<file path="src/rtl/gauss_frame_sequencer.sv">
// Frame gate in front of gauss_filter_1x5: admits one WIDTH x HEIGHT frame, regenerates tlast,
// forces a blanking gap between lines and watches the filter output for count / tlast alignment.
module gauss_frame_sequencer #(
  parameter int WIDTH         = 640,
  parameter int HEIGHT        = 512,
  parameter int DATA_WIDTH    = 8,
  parameter int LINE_GAP      = 100,
  parameter int DRAIN_TIMEOUT = 4096
) (
  input  logic                      clk,
  input  logic                      rst_i,
  input  logic                      start_i,
  input  logic                      abort_i,
  output logic                      busy_o,
  output logic                      done_o,
  output logic                      err_tlast_o,
  output logic                      err_olast_o,
  output logic                      err_timeout_o,
  output logic [$clog2(HEIGHT)-1:0] line_o,
  input  logic [DATA_WIDTH-1:0]     s_axis_tdata,
  input  logic                      s_axis_tvalid,
  input  logic                      s_axis_tlast,
  output logic                      s_axis_tready,
  output logic [DATA_WIDTH-1:0]     f_axis_tdata,
  output logic                      f_axis_tvalid,
  output logic                      f_axis_tlast,
  input  logic                      f_axis_tready,
  input  logic                      m_axis_tvalid,
  input  logic                      m_axis_tready,
  input  logic                      m_axis_tlast
);

  localparam int TOTAL = WIDTH * HEIGHT;
  localparam int CW    = (WIDTH > 1) ? $clog2(WIDTH) : 1;
  localparam int RW    = $clog2(HEIGHT);
  localparam int OCW   = $clog2(TOTAL + 1);
  localparam int GW    = (LINE_GAP > 1) ? $clog2(LINE_GAP) : 1;
  localparam int TW    = $clog2(DRAIN_TIMEOUT);

  localparam logic [2:0] S_IDLE  = 3'd0;
  localparam logic [2:0] S_LINE  = 3'd1;
  localparam logic [2:0] S_GAP   = 3'd2;
  localparam logic [2:0] S_DRAIN = 3'd3;
  localparam logic [2:0] S_DONE  = 3'd4;

  localparam logic [CW-1:0]  COL_LAST = CW'(WIDTH - 1);
  localparam logic [RW-1:0]  ROW_LAST = RW'(HEIGHT - 1);
  localparam logic [OCW-1:0] OUT_FULL = OCW'(TOTAL);
  localparam logic [GW-1:0]  GAP_LAST = GW'(LINE_GAP - 1);
  localparam logic [TW-1:0]  SIL_LAST = TW'(DRAIN_TIMEOUT - 1);

  logic [2:0]     state_reg, state_next;
  logic [CW-1:0]  col_reg, ocol_reg;
  logic [RW-1:0]  row_reg;
  logic [OCW-1:0] out_cnt_reg, out_cnt_next;
  logic [GW-1:0]  gap_reg;
  logic [TW-1:0]  silent_reg;
  logic           err_tlast_reg, err_olast_reg, err_timeout_reg;
  logic           in_line, col_last, ocol_last, in_beat, out_beat, timeout_hit, start_ok;

  assign in_line       = (state_reg == S_LINE);
  assign col_last      = (col_reg == COL_LAST);
  assign ocol_last     = (ocol_reg == COL_LAST);
  assign f_axis_tdata  = s_axis_tdata;
  assign f_axis_tvalid = s_axis_tvalid && in_line;
  assign s_axis_tready = f_axis_tready && in_line;
  assign f_axis_tlast  = col_last && in_line;
  assign in_beat       = s_axis_tvalid && s_axis_tready;

  // The output tap is only meaningful while a frame is in flight.
  assign out_beat = m_axis_tvalid && m_axis_tready &&
                    (state_reg == S_LINE || state_reg == S_GAP || state_reg == S_DRAIN);
  assign out_cnt_next = (out_beat && out_cnt_reg != OUT_FULL) ? out_cnt_reg + 1'b1 : out_cnt_reg;
  assign timeout_hit  = (state_reg == S_DRAIN) && !out_beat && (silent_reg == SIL_LAST);
  assign start_ok     = (state_reg == S_IDLE) && start_i && !abort_i;

  always_comb begin
    state_next = state_reg;
    if (abort_i) begin
      state_next = S_IDLE;
    end else begin
      case (state_reg)
        S_IDLE:  if (start_i) state_next = S_LINE;
        S_LINE:  if (in_beat && col_last) state_next = (row_reg == ROW_LAST) ? S_DRAIN : S_GAP;
        S_GAP:   if (gap_reg == GAP_LAST) state_next = S_LINE;
        S_DRAIN: if (out_cnt_next == OUT_FULL || timeout_hit) state_next = S_DONE;
        S_DONE:  state_next = S_IDLE;
        default: state_next = S_IDLE;
      endcase
    end
  end

  always_ff @(posedge clk) begin
    if (rst_i) begin
      state_reg       <= S_IDLE;
      col_reg         <= '0;
      row_reg         <= '0;
      ocol_reg        <= '0;
      out_cnt_reg     <= '0;
      gap_reg         <= '0;
      silent_reg      <= '0;
      err_tlast_reg   <= 1'b0;
      err_olast_reg   <= 1'b0;
      err_timeout_reg <= 1'b0;
    end else begin
      state_reg <= state_next;
      if (in_beat) begin
        if (s_axis_tlast != col_last) err_tlast_reg <= 1'b1;
        if (col_last) begin
          col_reg <= '0;
          if (row_reg != ROW_LAST) row_reg <= row_reg + 1'b1;
        end else begin
          col_reg <= col_reg + 1'b1;
        end
      end
      if (out_beat) begin
        out_cnt_reg <= out_cnt_next;
        if (m_axis_tlast != ocol_last) err_olast_reg <= 1'b1;
        ocol_reg <= ocol_last ? '0 : ocol_reg + 1'b1;
      end
      gap_reg    <= (state_reg == S_GAP) ? gap_reg + 1'b1 : '0;
      silent_reg <= (state_reg == S_DRAIN && !out_beat) ? silent_reg + 1'b1 : '0;
      if (timeout_hit && !abort_i) err_timeout_reg <= 1'b1;
      if (start_ok) begin
        col_reg         <= '0;
        row_reg         <= '0;
        ocol_reg        <= '0;
        out_cnt_reg     <= '0;
        err_tlast_reg   <= 1'b0;
        err_olast_reg   <= 1'b0;
        err_timeout_reg <= 1'b0;
      end
    end
  end

  assign busy_o        = (state_reg != S_IDLE);
  assign done_o        = (state_reg == S_DONE);
  assign err_tlast_o   = err_tlast_reg;
  assign err_olast_o   = err_olast_reg;
  assign err_timeout_o = err_timeout_reg;
  assign line_o        = row_reg;

endmodule

</file>
<file path="config.mk">
export PLATFORM = sky130hd
export DESIGN_NAME = gauss_frame_sequencer
export DESIGN_NICKNAME = d
export VERILOG_FILES = /design/src/rtl/gauss_frame_sequencer.sv
export SDC_FILE = /design/constraint.sdc
export NUM_CORES = 1
export LEC_CHECK = 0
export ABC_AREA = 1
export CAP_MARGIN = 30
export CORE_UTILIZATION = 50
export CTS_CLUSTER_DIAMETER = 60
export DETAILED_ROUTE_END_ITERATION = 12
export PLACE_DENSITY_LB_ADDON = 0.2
export SYNTH_ARGS = -nofsm -noshare
export SYNTH_HDL_FRONTEND = slang
export SYNTH_SLANG_ARGS = --single-unit
</file>
<file path="constraint.sdc">
create_clock -name clk -period 2.5 [get_ports clk]
set_clock_uncertainty 0.2 [all_clocks]
set_input_delay 0.375 -clock clk [delete_from_list [all_inputs] [get_ports clk]]
set_output_delay 0.375 -clock clk [all_outputs]
set_load 0.03 [all_outputs]
</file>
# ---- Word level (Yosys, flattened, before mapping)
# Cells that the tools add are included.
dict set report classes {
  add_sub_neg 6
  n_eq_ne 18
  n_mux 9
  n_bitwise 2
  n_reduce_logical 28
}
# cell n
set ops {}
lappend ops {{$add A10 B1 Y10 const B} 2}
lappend ops {{$eq A10 B10 Y1 const B} 2}
lappend ops {{$mux W10} 2}
lappend ops {{$add A19 B1 Y19 const B} 1}
lappend ops {{$eq A19 B19 Y1 const B} 1}
lappend ops {{$mux W19} 1}
lappend ops {{$ne A19 B19 Y1 const B} 1}
lappend ops {{$logic_and A1 B1 Y1} 13}
lappend ops {{$add A12 B1 Y12 const B} 1}
lappend ops {{$eq A12 B12 Y1 const B} 1}
lappend ops {{$mux W3} 4}
lappend ops {{$pmux W3 S4} 1}
lappend ops {{$add A9 B1 Y9 const B} 1}
lappend ops {{$eq A9 B9 Y1 const B} 1}
lappend ops {{$ne A9 B9 Y1 const B} 1}
lappend ops {{$reduce_or A2 Y1} 4}
lappend ops {{$add A7 B1 Y7 const B} 1}
lappend ops {{$eq A7 B7 Y1 const B} 1}
lappend ops {{$eq A3 B2 Y1 const B} 2}
lappend ops {{$ne A2 B1 Y1 const B} 2}
lappend ops {{$ne A2 B2 Y1 const B} 2}
lappend ops {{$reduce_and A2 Y1} 2}
lappend ops {{$reduce_and A4 Y1} 1}
lappend ops {{$eq A3 B1 Y1 const B} 1}
lappend ops {{other kinds (9)} 14}
dict set report totals {
  regBits 73
  input_bits 18
  out_inout_bits 25
  wordCells 73
}

# ---- Logic depth before layout (Yosys ltp)
# Gate-level depths: netlist of run 1.
dict set report logic_depth {
  word_depth 10
  depth_mapped 17
  depth_no_buf 17
}

# ---- Worst setup path before layout of run 1
# Ideal clock, no wire load.
dict set report synth_path {
  kind {flip-flop to flip-flop}
  start {register row_reg[1] (netlist: line_o[1])}
  end {register row_reg[3] (netlist: line_o[3])}
  setup_time_ns 0.137
  arrival_ns 1.729
  required_time_ns 2.163
  path_slack_ns 0.435
  path_stages_with_launch 12
  path_buffers 0
  synth_period_minus_slack_ns 2.065
  cell_sequence {dfxtp_1 ha_1 nand3_1 nor2_1 inv_1 nor3_1 ha_1 inv_1 nand2_2 nor3_1 o21ai_0 a21oi_1}
}
dict set report synth_via {
  elab_chain_cells 2
  word_cells_on_any_way 3
  classes_between {add/sub (1); eq/ne (1); reduce/logical (1)}
}
# item line
set synth_rtl {}
lappend synth_rtl {{from (decl)} 54} ;# logic [RW-1:0] row_reg;
lappend synth_rtl {{from (signal assigned)} 111} ;# if (row_reg != ROW_LAST) row_reg <= row_reg + 1'b1;
lappend synth_rtl {{parallel branches: the longest is 2 deep, another holds $add A9 B1 Y9} n/a}
# Parallel ways; which one is timed is not known.
# A chain may end at the register's enable or synchronous reset.

# ---- Worst setup path in the final report of run 1
dict set report layout_path {
  start {register state_reg[2]}
  end {output port f_axis_tvalid}
}
dict set report layout_via {
  elab_chain_cells 2
}
# item line
set layout_rtl {}
lappend layout_rtl {{from (decl)} 52} ;# logic [2:0] state_reg, state_next;
lappend layout_rtl {{from (signal assigned)} 106} ;# state_reg <= state_next;
lappend layout_rtl {{$eq A3 B1 Y1} 61} ;# assign in_line = (state_reg == S_LINE);
lappend layout_rtl {{$logic_and A1 B1 Y1} 65} ;# assign f_axis_tvalid = s_axis_tvalid && in_line;
lappend layout_rtl {{to (decl)} 25} ;# output logic f_axis_tvalid,
# Every way passes these cells.

==> results of run 1 <==
[path summary, 6_finish.rpt]
| path | from | endpoint | slack, ps |
|---|---|---|---|
| min reg2reg | silent_reg[0]$_SDFF_PP0_ | silent_reg[0]$_SDFF_PP0_ | 250 |
| max | state_reg[2]$_SDFFE_PP0P_ | f_axis_tvalid | 140 |
| min | silent_reg[0]$_SDFF_PP0_ | silent_reg[0]$_SDFF_PP0_ | 250 |
| max reg2reg | out_cnt_reg[0]$_SDFFE_PP0P_ | state_reg[1]$_SDFFE_PP0P_ | 230 |
[logic make-up after synthesis]
logic type | synth area share, %
compound gates | 8.625
xor+xnor | 2.066
fa+ha+maj | 2.624
buf+inv | 11.09
flops | 38.31
simple gates | 37.29
[placed cells by master (no fill, tap or decap), drive strengths merged]
master	n
nand2	112
nor2	106
inv	89
dfxtp	73
nand3	36
a21oi	29
clkdlybuf4s50	24
nor3	23
o21ai	18
buf	13
clkbuf	11
nand4	10
nor3b	8
ha	8
xor2	7
a31oi	5
nor4	5
clkinv	4
nand3b	3
o21a	3
o21bai	2
and3	2
xnor2	2
o31ai	1
and2	1
or2	1
o221a	1
bufinv	1
clkinvlp	1
dlymetal6s2s	1
[synth_stat cells (2+ instances only)]
| library cell | n | area, um^2 |
|---|---|---|
| o21bai_1 | 2 | 15.01 |
| nor3_2 | 2 | 20.02 |
| and3_1 | 2 | 12.51 |
| nor4_4 | 2 | 42.54 |
| nor2_1 | 99 | 371.6 |
| nor3b_1 | 8 | 60.06 |
| nand4_1 | 9 | 56.30 |
| buf_2 | 2 | 10.01 |
| clkbuf_1 | 3 | 11.26 |
| nor4_1 | 3 | 18.77 |
| inv_1 | 72 | 270.3 |
| nand3_1 | 34 | 170.2 |
| o21ai_0 | 13 | 65.06 |
| nand2_1 | 111 | 416.7 |
| nor2_2 | 6 | 37.54 |
| a21oi_1 | 29 | 145.1 |
| buf_4 | 9 | 67.56 |
| nand3b_1 | 3 | 22.52 |
| ha_1 | 8 | 100.1 |
| xnor2_1 | 2 | 17.52 |
| o21ai_1 | 5 | 25.02 |
| xor2_1 | 7 | 61.31 |
| a31oi_1 | 4 | 25.02 |
| dfxtp_1 | 73 | 1461 |
| nor3_1 | 20 | 100.1 |
| nand3_4 | 2 | 35.03 |
| o21a_1 | 3 | 22.52 |
| inv_2 | 16 | 60.06 |
[power by group]
part / leakage (uW) / internal (uW) / switching (uW)
Clock: 0.000103 / 490 / 446
Combinational: 0.00109 / 33.0 / 52.8
Sequential: 0.000588 / 1160 / 2.68
[layout make-up]
| class | instances | area (um^2) |
|---|---|---|
| Fill cell | 660 | 2919 |
| Multi-Input combinational cell | 383 | 1933 |
| Sequential cell | 73 | 1463 |
| Timing Repair Buffer | 39 | 355.3 |
| Inverter | 89 | 334.1 |
| Clock buffer | 10 | 137.6 |
| Tap cell | 99 | 123.9 |
| Clock inverter | 6 | 65.06 |
[per-stage QoR]
stage	instance area [um^2]	util [%]	TNS [ps]	cells	total power, uW
CTS	4409	60.15	0	699	2216
floorplan	3815	-	0	559	1266
finish	4412	60.18	0	699	2188
global route	4412	60.18	0	699	2279
global placement	4208	57.40	-78.68	683	1280
detailed placement	4208	57.40	-228.8	683	1281
[per-layer routing]
layer / track usage, % / up-vias / wire, um / part of all wire [%]
met2: 36.85 / 53 / 3682 / 47
met5: 0 / - / 0 / 0
met3: 6.556 / 2 / 329 / 4.2
met4: 6.061 / 0 / 29 / 0.37
li1: - / 1845 / - / -
met1: 26.50 / 1571 / 3812 / 49
[worst register-to-register path, delay by kind of cell (launching register included)]
| family | cells | cell delay, ps |
|---|---|---|
| adders and majority gates | 1 | 200 |
| buffers and inverters | 3 | 180 |
| DFF | 1 | 390 |
| and+or+nand+nor | 12 | 1200 |
==> flow_metrics.tcl, run 1 <==
set metrics [dict create \
    cp.depth 4 \
    relSlewSlack_pct 75.81 \
    die_x_um 89.35 \
    cp-start-kind "flip-flop" \
    setup_viol 0 \
    ir_worst_vdd_mv 0.4036 \
    hp-class "flip-flop to flip-flop" \
    area_delta_synth_final_pct 15.64 \
    crit_required_ps 1920 \
    clock-sinks 73 \
    finalHoldViolations 0 \
    path_max_fanout 5 \
    avgRoutedWirePerCell_um 11.24 \
    clock_latency_ps 340 \
    antenna_found_initial 0 \
    ios 43 \
    ctsHoldBuffers 0 \
    hpwl_mm 5.982 \
    vias 3471 \
    routed_via_density 4.966 \
    grt_setup_unrepaired "no" \
    min_period_ps 2358 \
    grt_pass1_vias 3160 \
    fmax_mhz 424.1 \
    port_buffers 26 \
    synth-seq-area-share_pct 38.31 \
    status "completed" \
    gp_congestion 0.9025 \
    floorplan.initialDensity_pct 52.04 \
    clkTransAtPathRegs_ps 80 \
    grt_pass1_wl_mm 13.44 \
    htreeDepth 3 \
    crit_chain "inv_2, nand3_4, nor2_1, clkdlybuf4s50_1" \
    fp.dieH_um 89.35 \
    synthesis.nets 585 \
    syn_inst 559 \
    p_per_area_nw_per_um2 496.1 \
    holdWs_ps 251.7 \
    synth_edf_count 0 \
    drtIter0Drc 169 \
    globalRoute.totalOverflow 0 \
    crit_path_top_delay_cell "clkdlybuf4s50_1" \
    synthArstFlopShare_pct 0 \
    pre_cts_slack_ps -95.11 \
    largest_reg_flops 19 \
    path_class "flip-flop to output port" \
    cap_violations 0 \
    postRouteAntennaNets 0 \
    grt_usage_pct 21.64 \
    cts_resized 1 \
    drv_slew 0 \
    drt-total-wl_mm 7.854 \
    tightest_slew_ps 360.1 \
    cts_buffers 9 \
    rr_worst_depth 16 \
    fin_crit_sh_pct 94.32 \
    critical_path_buf_inv_count 2 \
    drc 0 \
    netlist_area_um2 3815 \
    syn_area_per_cell_um2 6.825 \
    row_count 31 \
    die_area_um2 7983 \
    slowest_delay_ps 670 \
    clockBufferDepth 2 \
    postLayoutSetupSlackWorst_ps 142.0 \
    first_pass_iters 4 \
    p_leak_uw 0.001782 \
    ys_warn_count 0 \
    core-area_um2 7331 \
    ys_ff_latch 73 \
    worstHoldPathCells 1 \
    endpoint_kind "output port" \
    cts_setup_buffers 0 \
    yosysUniqueCellTypes 38 \
    critPathTopFamily "buffers and inverters" \
    antennaDiodeCount 0 \
    ctsRootBufferMaster "clkbuf_8" \
    fin_nets 621 \
    grt_start_max_net_pins 30 \
    cts_tree "built" \
    drive_gt1_share_pct 11.00 \
    ys.flop_type "dfxtp_1" \
    critPathArrivalTime_ps 1780 \
]
No activity file was read; power rests on OpenSTA's default activity.
==> inputs of run 2 (changes only) <==
==> constraint.sdc (replaced) <==
create_clock -name clk -period 2.41 [get_ports clk]
set_clock_uncertainty 0.2 [all_clocks]
set_input_delay 0.3615 -clock clk [delete_from_list [all_inputs] [get_ports clk]]
set_output_delay 0.3615 -clock clk [all_outputs]
set_load 0.03 [all_outputs]
==> run 2 against run 1 <==
Against the previous run:
- final cell count up 0.72%
- hold slack worse by 8.3 ps
- die area unchanged
- global-route usage up 0.31 points
- register-to-register slack better by 20 ps
- power about the same
- count of clock-buffer cells in the layout up 1
- via count up 0.29%
- routed wire length up 1.2%
- flip-flop and latch count unchanged
- critical path type unchanged
- largest power group unchanged
==> flow_metrics.tcl, run 2 (synthesis results as in run 1) <==
set metrics [dict create \
    status "completed" \
    vias 3481 \
    postLayoutSetupSlackWorst_ps 163.5 \
    drtIter0Drc 119 \
    hp-class "flip-flop to flip-flop" \
    tightest_slew_ps 407.0 \
    grt_pass1_vias 3173 \
    fin_nets 628 \
    crit_required_ps 1850 \
    die_x_um 89.35 \
    ir_worst_vdd_mv 0.3680 \
    htreeDepth 3 \
    p_per_area_nw_per_um2 489.1 \
    row_count 31 \
    path_max_fanout 3 \
    gp_congestion 0.8988 \
    first_pass_iters 4 \
    globalRoute.totalOverflow 0 \
    min_period_ps 2246 \
    p_leak_uw 0.001856 \
    endpoint_kind "output port" \
    clkTransAtPathRegs_ps 70 \
    path_class "flip-flop to output port" \
    drive_gt1_share_pct 12.56 \
    finalHoldViolations 0 \
    hpwl_mm 6.112 \
    ios 43 \
    largest_reg_flops 19 \
    drv_slew 0 \
    crit_chain "ha_1, nand4_1, inv_1, nand4_1, nor2_1, dlygate4sd2_1" \
    p_total_uw 2190 \
    drt-total-wl_mm 7.947 \
    grt_pass1_wl_mm 13.52 \
    ctsRootBufferMaster "clkbuf_8" \
    port_buffers 26 \
    avgRoutedWirePerCell_um 11.29 \
    floorplan.initialDensity_pct 52.04 \
    ctsHoldBuffers 0 \
    cap_violations 0 \
    pre_cts_slack_ps -161.0 \
    clock_latency_ps 340 \
    drc 0 \
    cts_tree "built" \
    cts_buffers 9 \
    final_common_cell "nand2_1" \
    area_delta_synth_final_pct 17.38 \
    grt_usage_pct 21.95 \
    core-area_um2 7331 \
    antenna_found_initial 0 \
    die_area_um2 7983 \
    clockBufferDepth 2 \
    postRouteAntennaNets 0 \
    cp_common_cell "nand4_1" \
    fp.dieH_um 89.35 \
    crit_path_top_delay_cell "dlygate4sd2_1" \
    critPathArrivalTime_ps 1680 \
    routed_via_density 4.945 \
    antennaDiodeCount 0 \
    cts_setup_buffers 0 \
    fin_crit_sh_pct 93.21 \
    clock-sinks 73 \
    fmax_mhz 445.1 \
    layout_common_cells "nand2_1, nor2_1, inv_1" \
    setup_viol 0 \
    grt_start_max_net_pins 30 \
    relSlewSlack_pct 72.62 \
    cp-start-kind "flip-flop" \
    slowest_delay_ps 400 \
]
[run 2: cell types whose count changed in the layout (fill, tap and decap cells not counted), sizes merged]
cell | before | now
clkdlybuf4s50 | 24 | 21
clkinv | 4 | 3
buf | 13 | 20
dlygate4sd2 | 0 | 1
inv | 89 | 88
clkinvlp | 1 | 0
dlymetal6s2s | 1 | 4
[run 2: what timing repair did]
item,4_1_cts,5_1_grt
endpoints found under the setup margin,1,7
hold endpoints to repair,0,0
pin swaps,0,3
gates resized for setup,1,15
[run 2: metal layers]
layer  up-vias  GRT usage [%]  part of all wire, %
li1       1855              -                    -
met1      1559          26.96                   47
met2        55          37.34                   47
met3        12          5.910                  4.0
met4         0          7.215                  1.6
met5         -              0                    0
[run 2: layout make-up]
class	count	area [um^2]
Timing Repair Buffer	46	419.2
Clock inverter	3	43.79
Multi-Input combinational cell	383	1961
Sequential cell	73	1465
Clock buffer	11	131.4
Tap cell	99	123.9
Fill cell	659	2853
Inverter	89	334.1
[run 2: report_power, final]
group	internal (uW)	switching [uW]
Clock	468	422
Combinational	33.9	56.0
Sequential	1210	2.58
Total	1710	481
[run 2: final timing paths]
| check | from | to | slack (ps) | cells past startpoint |
|---|---|---|---|---|
| min reg2reg | gap_reg[0]$_SDFF_PP0_ | gap_reg[0]$_SDFF_PP0_ | 240 | 1 |
| max | col_reg[1]$_SDFFE_PP0P_ | f_axis_tlast | 160 | 6 |
| min | gap_reg[0]$_SDFF_PP0_ | gap_reg[0]$_SDFF_PP0_ | 240 | 1 |
| max reg2reg | out_cnt_reg[1]$_SDFFE_PP0P_ | state_reg[0]$_SDFFE_PP0P_ | 250 | 16 |
[run 2: metrics by stage]
stage / instances / setup TNS (ps) / cell area [um^2] / utilization (%) / hold WS, ps
detailed placement: 690 / -481.6 / 4260 / 58.12 / 236.3
floorplan: 559 / 0 / 3815 / - / 217.5
CTS: 704 / 0 / 4434 / 60.49 / 246.9
global route: 704 / -1.917 / 4478 / 61.09 / 256.9
finish: 704 / 0 / 4478 / 61.09 / 243.3
global placement: 690 / -232.0 / 4260 / 58.12 / 228.2
[run 2: critical path, delay by kind of cell (launching register included)]
family / cells / cell delay (ps)
adders and majority gates: 1 / 190
DFF: 1 / 350
buffers and inverters: 2 / 470
and+or+nand+nor: 3 / 320
==> inputs of run 3 (changes only) <==
--- a/config.mk
+++ b/config.mk
@@ -7,6 +7,7 @@
 export LEC_CHECK = 0
 export ABC_AREA = 1
 export CAP_MARGIN = 30
+export CORE_MARGIN = 5
 export CORE_UTILIZATION = 50
 export CTS_CLUSTER_DIAMETER = 60
 export DETAILED_ROUTE_END_ITERATION = 12
==> constraint.sdc (replaced) <==
create_clock -name clk -period 2.41 [get_ports clk]
set_clock_uncertainty 0.2 [all_clocks]
set_input_delay 0.241 -clock clk [delete_from_list [all_inputs] [get_ports clk]]
set_output_delay 0.241 -clock clk [all_outputs]
set_load 0.03 [all_outputs]
==> run 3 against run 2 <==
Against the previous run:
- clock power increased by 8.5%
- register-to-register slack worse by 40 ps
- die area is 19% higher
- first-iteration DRC count up 45%
- sequential share of layout area grew 0.72 points
==> flow_metrics.tcl, run 3 (synthesis results as in run 1) <==
set metrics [dict create \
    hp-class "flip-flop to flip-flop" \
    p_leak_uw 0.001742 \
    grt_pass1_vias 3293 \
    drive_gt1_share_pct 10.76 \
    min_period_ps 2262 \
    drv_slew 0 \
    core-area_um2 7331 \
    drt-total-wl_mm 7.937 \
    relSlewSlack_pct 69.33 \
    crit_chain "nor2_2, inv_2, nor2_1, inv_1, clkdlybuf4s50_1" \
    cp-start-kind "flip-flop" \
    layout_common_cells "nand2_1, nor2_1, inv_1" \
    fill_cells 687 \
    cts_tree "built" \
    clock-sinks 73 \
    final_common_cell "nand2_1" \
    path_max_fanout 5 \
    setup_tns_ps 0 \
    gp_congestion 0.8903 \
    p_per_area_nw_per_um2 516.6 \
    area_delta_synth_final_pct 14.96 \
    avgRoutedWirePerCell_um 11.44 \
    setup_viol 0 \
    postRouteAntennaNets 0 \
    vias 3544 \
    globalRoute.totalOverflow 0 \
    grt_usage_pct 17.30 \
    antennaDiodeCount 0 \
    pwr-share-seq_pct 53.4 \
    drtIter0Drc 173 \
    critPathTopFamily "buffers and inverters" \
    ctsRootBufferMaster "clkbuf_8" \
    fp.dieH_um 97.35 \
    grt_start_max_net_pins 32 \
    p_comb_share_pct 4.0 \
    slowest_delay_ps 670 \
    switching_power_uw 514.4 \
    path_class "flip-flop to output port" \
    routed_via_density 5.107 \
    fin_crit_sh_pct 93.84 \
    p_total_uw 2266 \
    htreeDepth 3 \
    hpwl_mm 5.894 \
    crit_required_ps 1970 \
    power.share.switching_pct 22.71 \
    ir_worst_vdd_mv 0.3277 \
    critPathArrivalTime_ps 1820 \
    cap_violations 0 \
    p_clk_share_pct 42.6 \
    first_pass_iters 5 \
    endpoint_kind "output port" \
    status "completed" \
    cts_buffers 9 \
    p_int_uw 1751 \
    drc 0 \
    port_buffers 26 \
    critical_path_buf_inv_count 3 \
    row_count 31 \
    crit_path_top_delay_cell "clkdlybuf4s50_1" \
    clockBufferDepth 2 \
    die_area_um2 9477 \
    die_x_um 97.35 \
    antenna_found_initial 0 \
    finalHoldViolations 0 \
    clock_latency_ps 350 \
    largest_reg_flops 19 \
    tightest_slew_ps 455.9 \
    fin_nets 616 \
    ios 43 \
    fmax_mhz 442.2 \
    floorplan.initialDensity_pct 52.04 \
    clkTransAtPathRegs_ps 80 \
    grt_pass1_wl_mm 13.84 \
]
-- run 3: final cells by class --
class	count	area [um^2]	area share, %
Sequential cell	73	1466	33.44
Clock buffer	12	145.1	3.310
Inverter	89	334.1	7.618
Timing Repair Buffer	34	319.1	7.275
Tap cell	99	123.9	2.825
Clock inverter	4	51.30	1.170
Multi-Input combinational cell	383	1946	44.37
-- run 3: power by group through the flow --
| stage | logic (uW) | clock network (uW) | registers, uW |
|---|---|---|---|
| 3_3_place_gp | 89.4 | 0 | 1240 |
| 4_1_cts | 90.7 | 992 | 1210 |
| 6_report | 90.0 | 966 | 1210 |
| 3_5_place_dp | 90.4 | 0 | 1240 |
| 2_1_floorplan | 74.9 | 0 | 1240 |
| 5_1_grt | 99.3 | 1050 | 1210 |
-- run 3: routing by layer --
metal	track usage (%)	routed length (um)
met1	21.67	3734
met2	28.18	3636
met3	5.887	464
met4	5.218	101
met5	0	0
-- run 3: final timing paths --
check | from | end | slack [ps] | cells after the start
worst min register to register | silent_reg[0]$_SDFF_PP0_ | silent_reg[0]$_SDFF_PP0_ | 250 | 1
worst max register to register | state_reg[0]$_SDFFE_PP0P_ | state_reg[0]$_SDFFE_PP0P_ | 210 | 13
worst min-delay path | silent_reg[0]$_SDFF_PP0_ | silent_reg[0]$_SDFF_PP0_ | 250 | 1
worst max-delay path | state_reg[0]$_SDFFE_PP0P_ | busy_o | 150 | 5
-- run 3: what timing repair did --
| action | CTS | global route |
|---|---|---|
| hold buffers | 0 | 0 |
| resized for setup | 1 | 8 |
| endpoints found under the setup margin | 1 | 3 |
| cloned | 0 | 0 |
| setup buffers | 0 | 1 |
| pin swaps | 0 | 3 |
-- run 3: metrics by stage --
stage	utilization [%]	hold WS (ps)	std cells	instance area, um^2	setup slack [ps]
6_report	59.82	245.9	694	4385	148.4
5_1_grt	59.82	271.6	694	4385	-20.40
4_1_cts	59.45	252.7	693	4358	52.96
3_5_place_dp	56.78	236.1	677	4163	-64.09
3_3_place_gp	56.78	228.7	677	4163	53.56
2_1_floorplan	-	206.1	559	3815	344.6
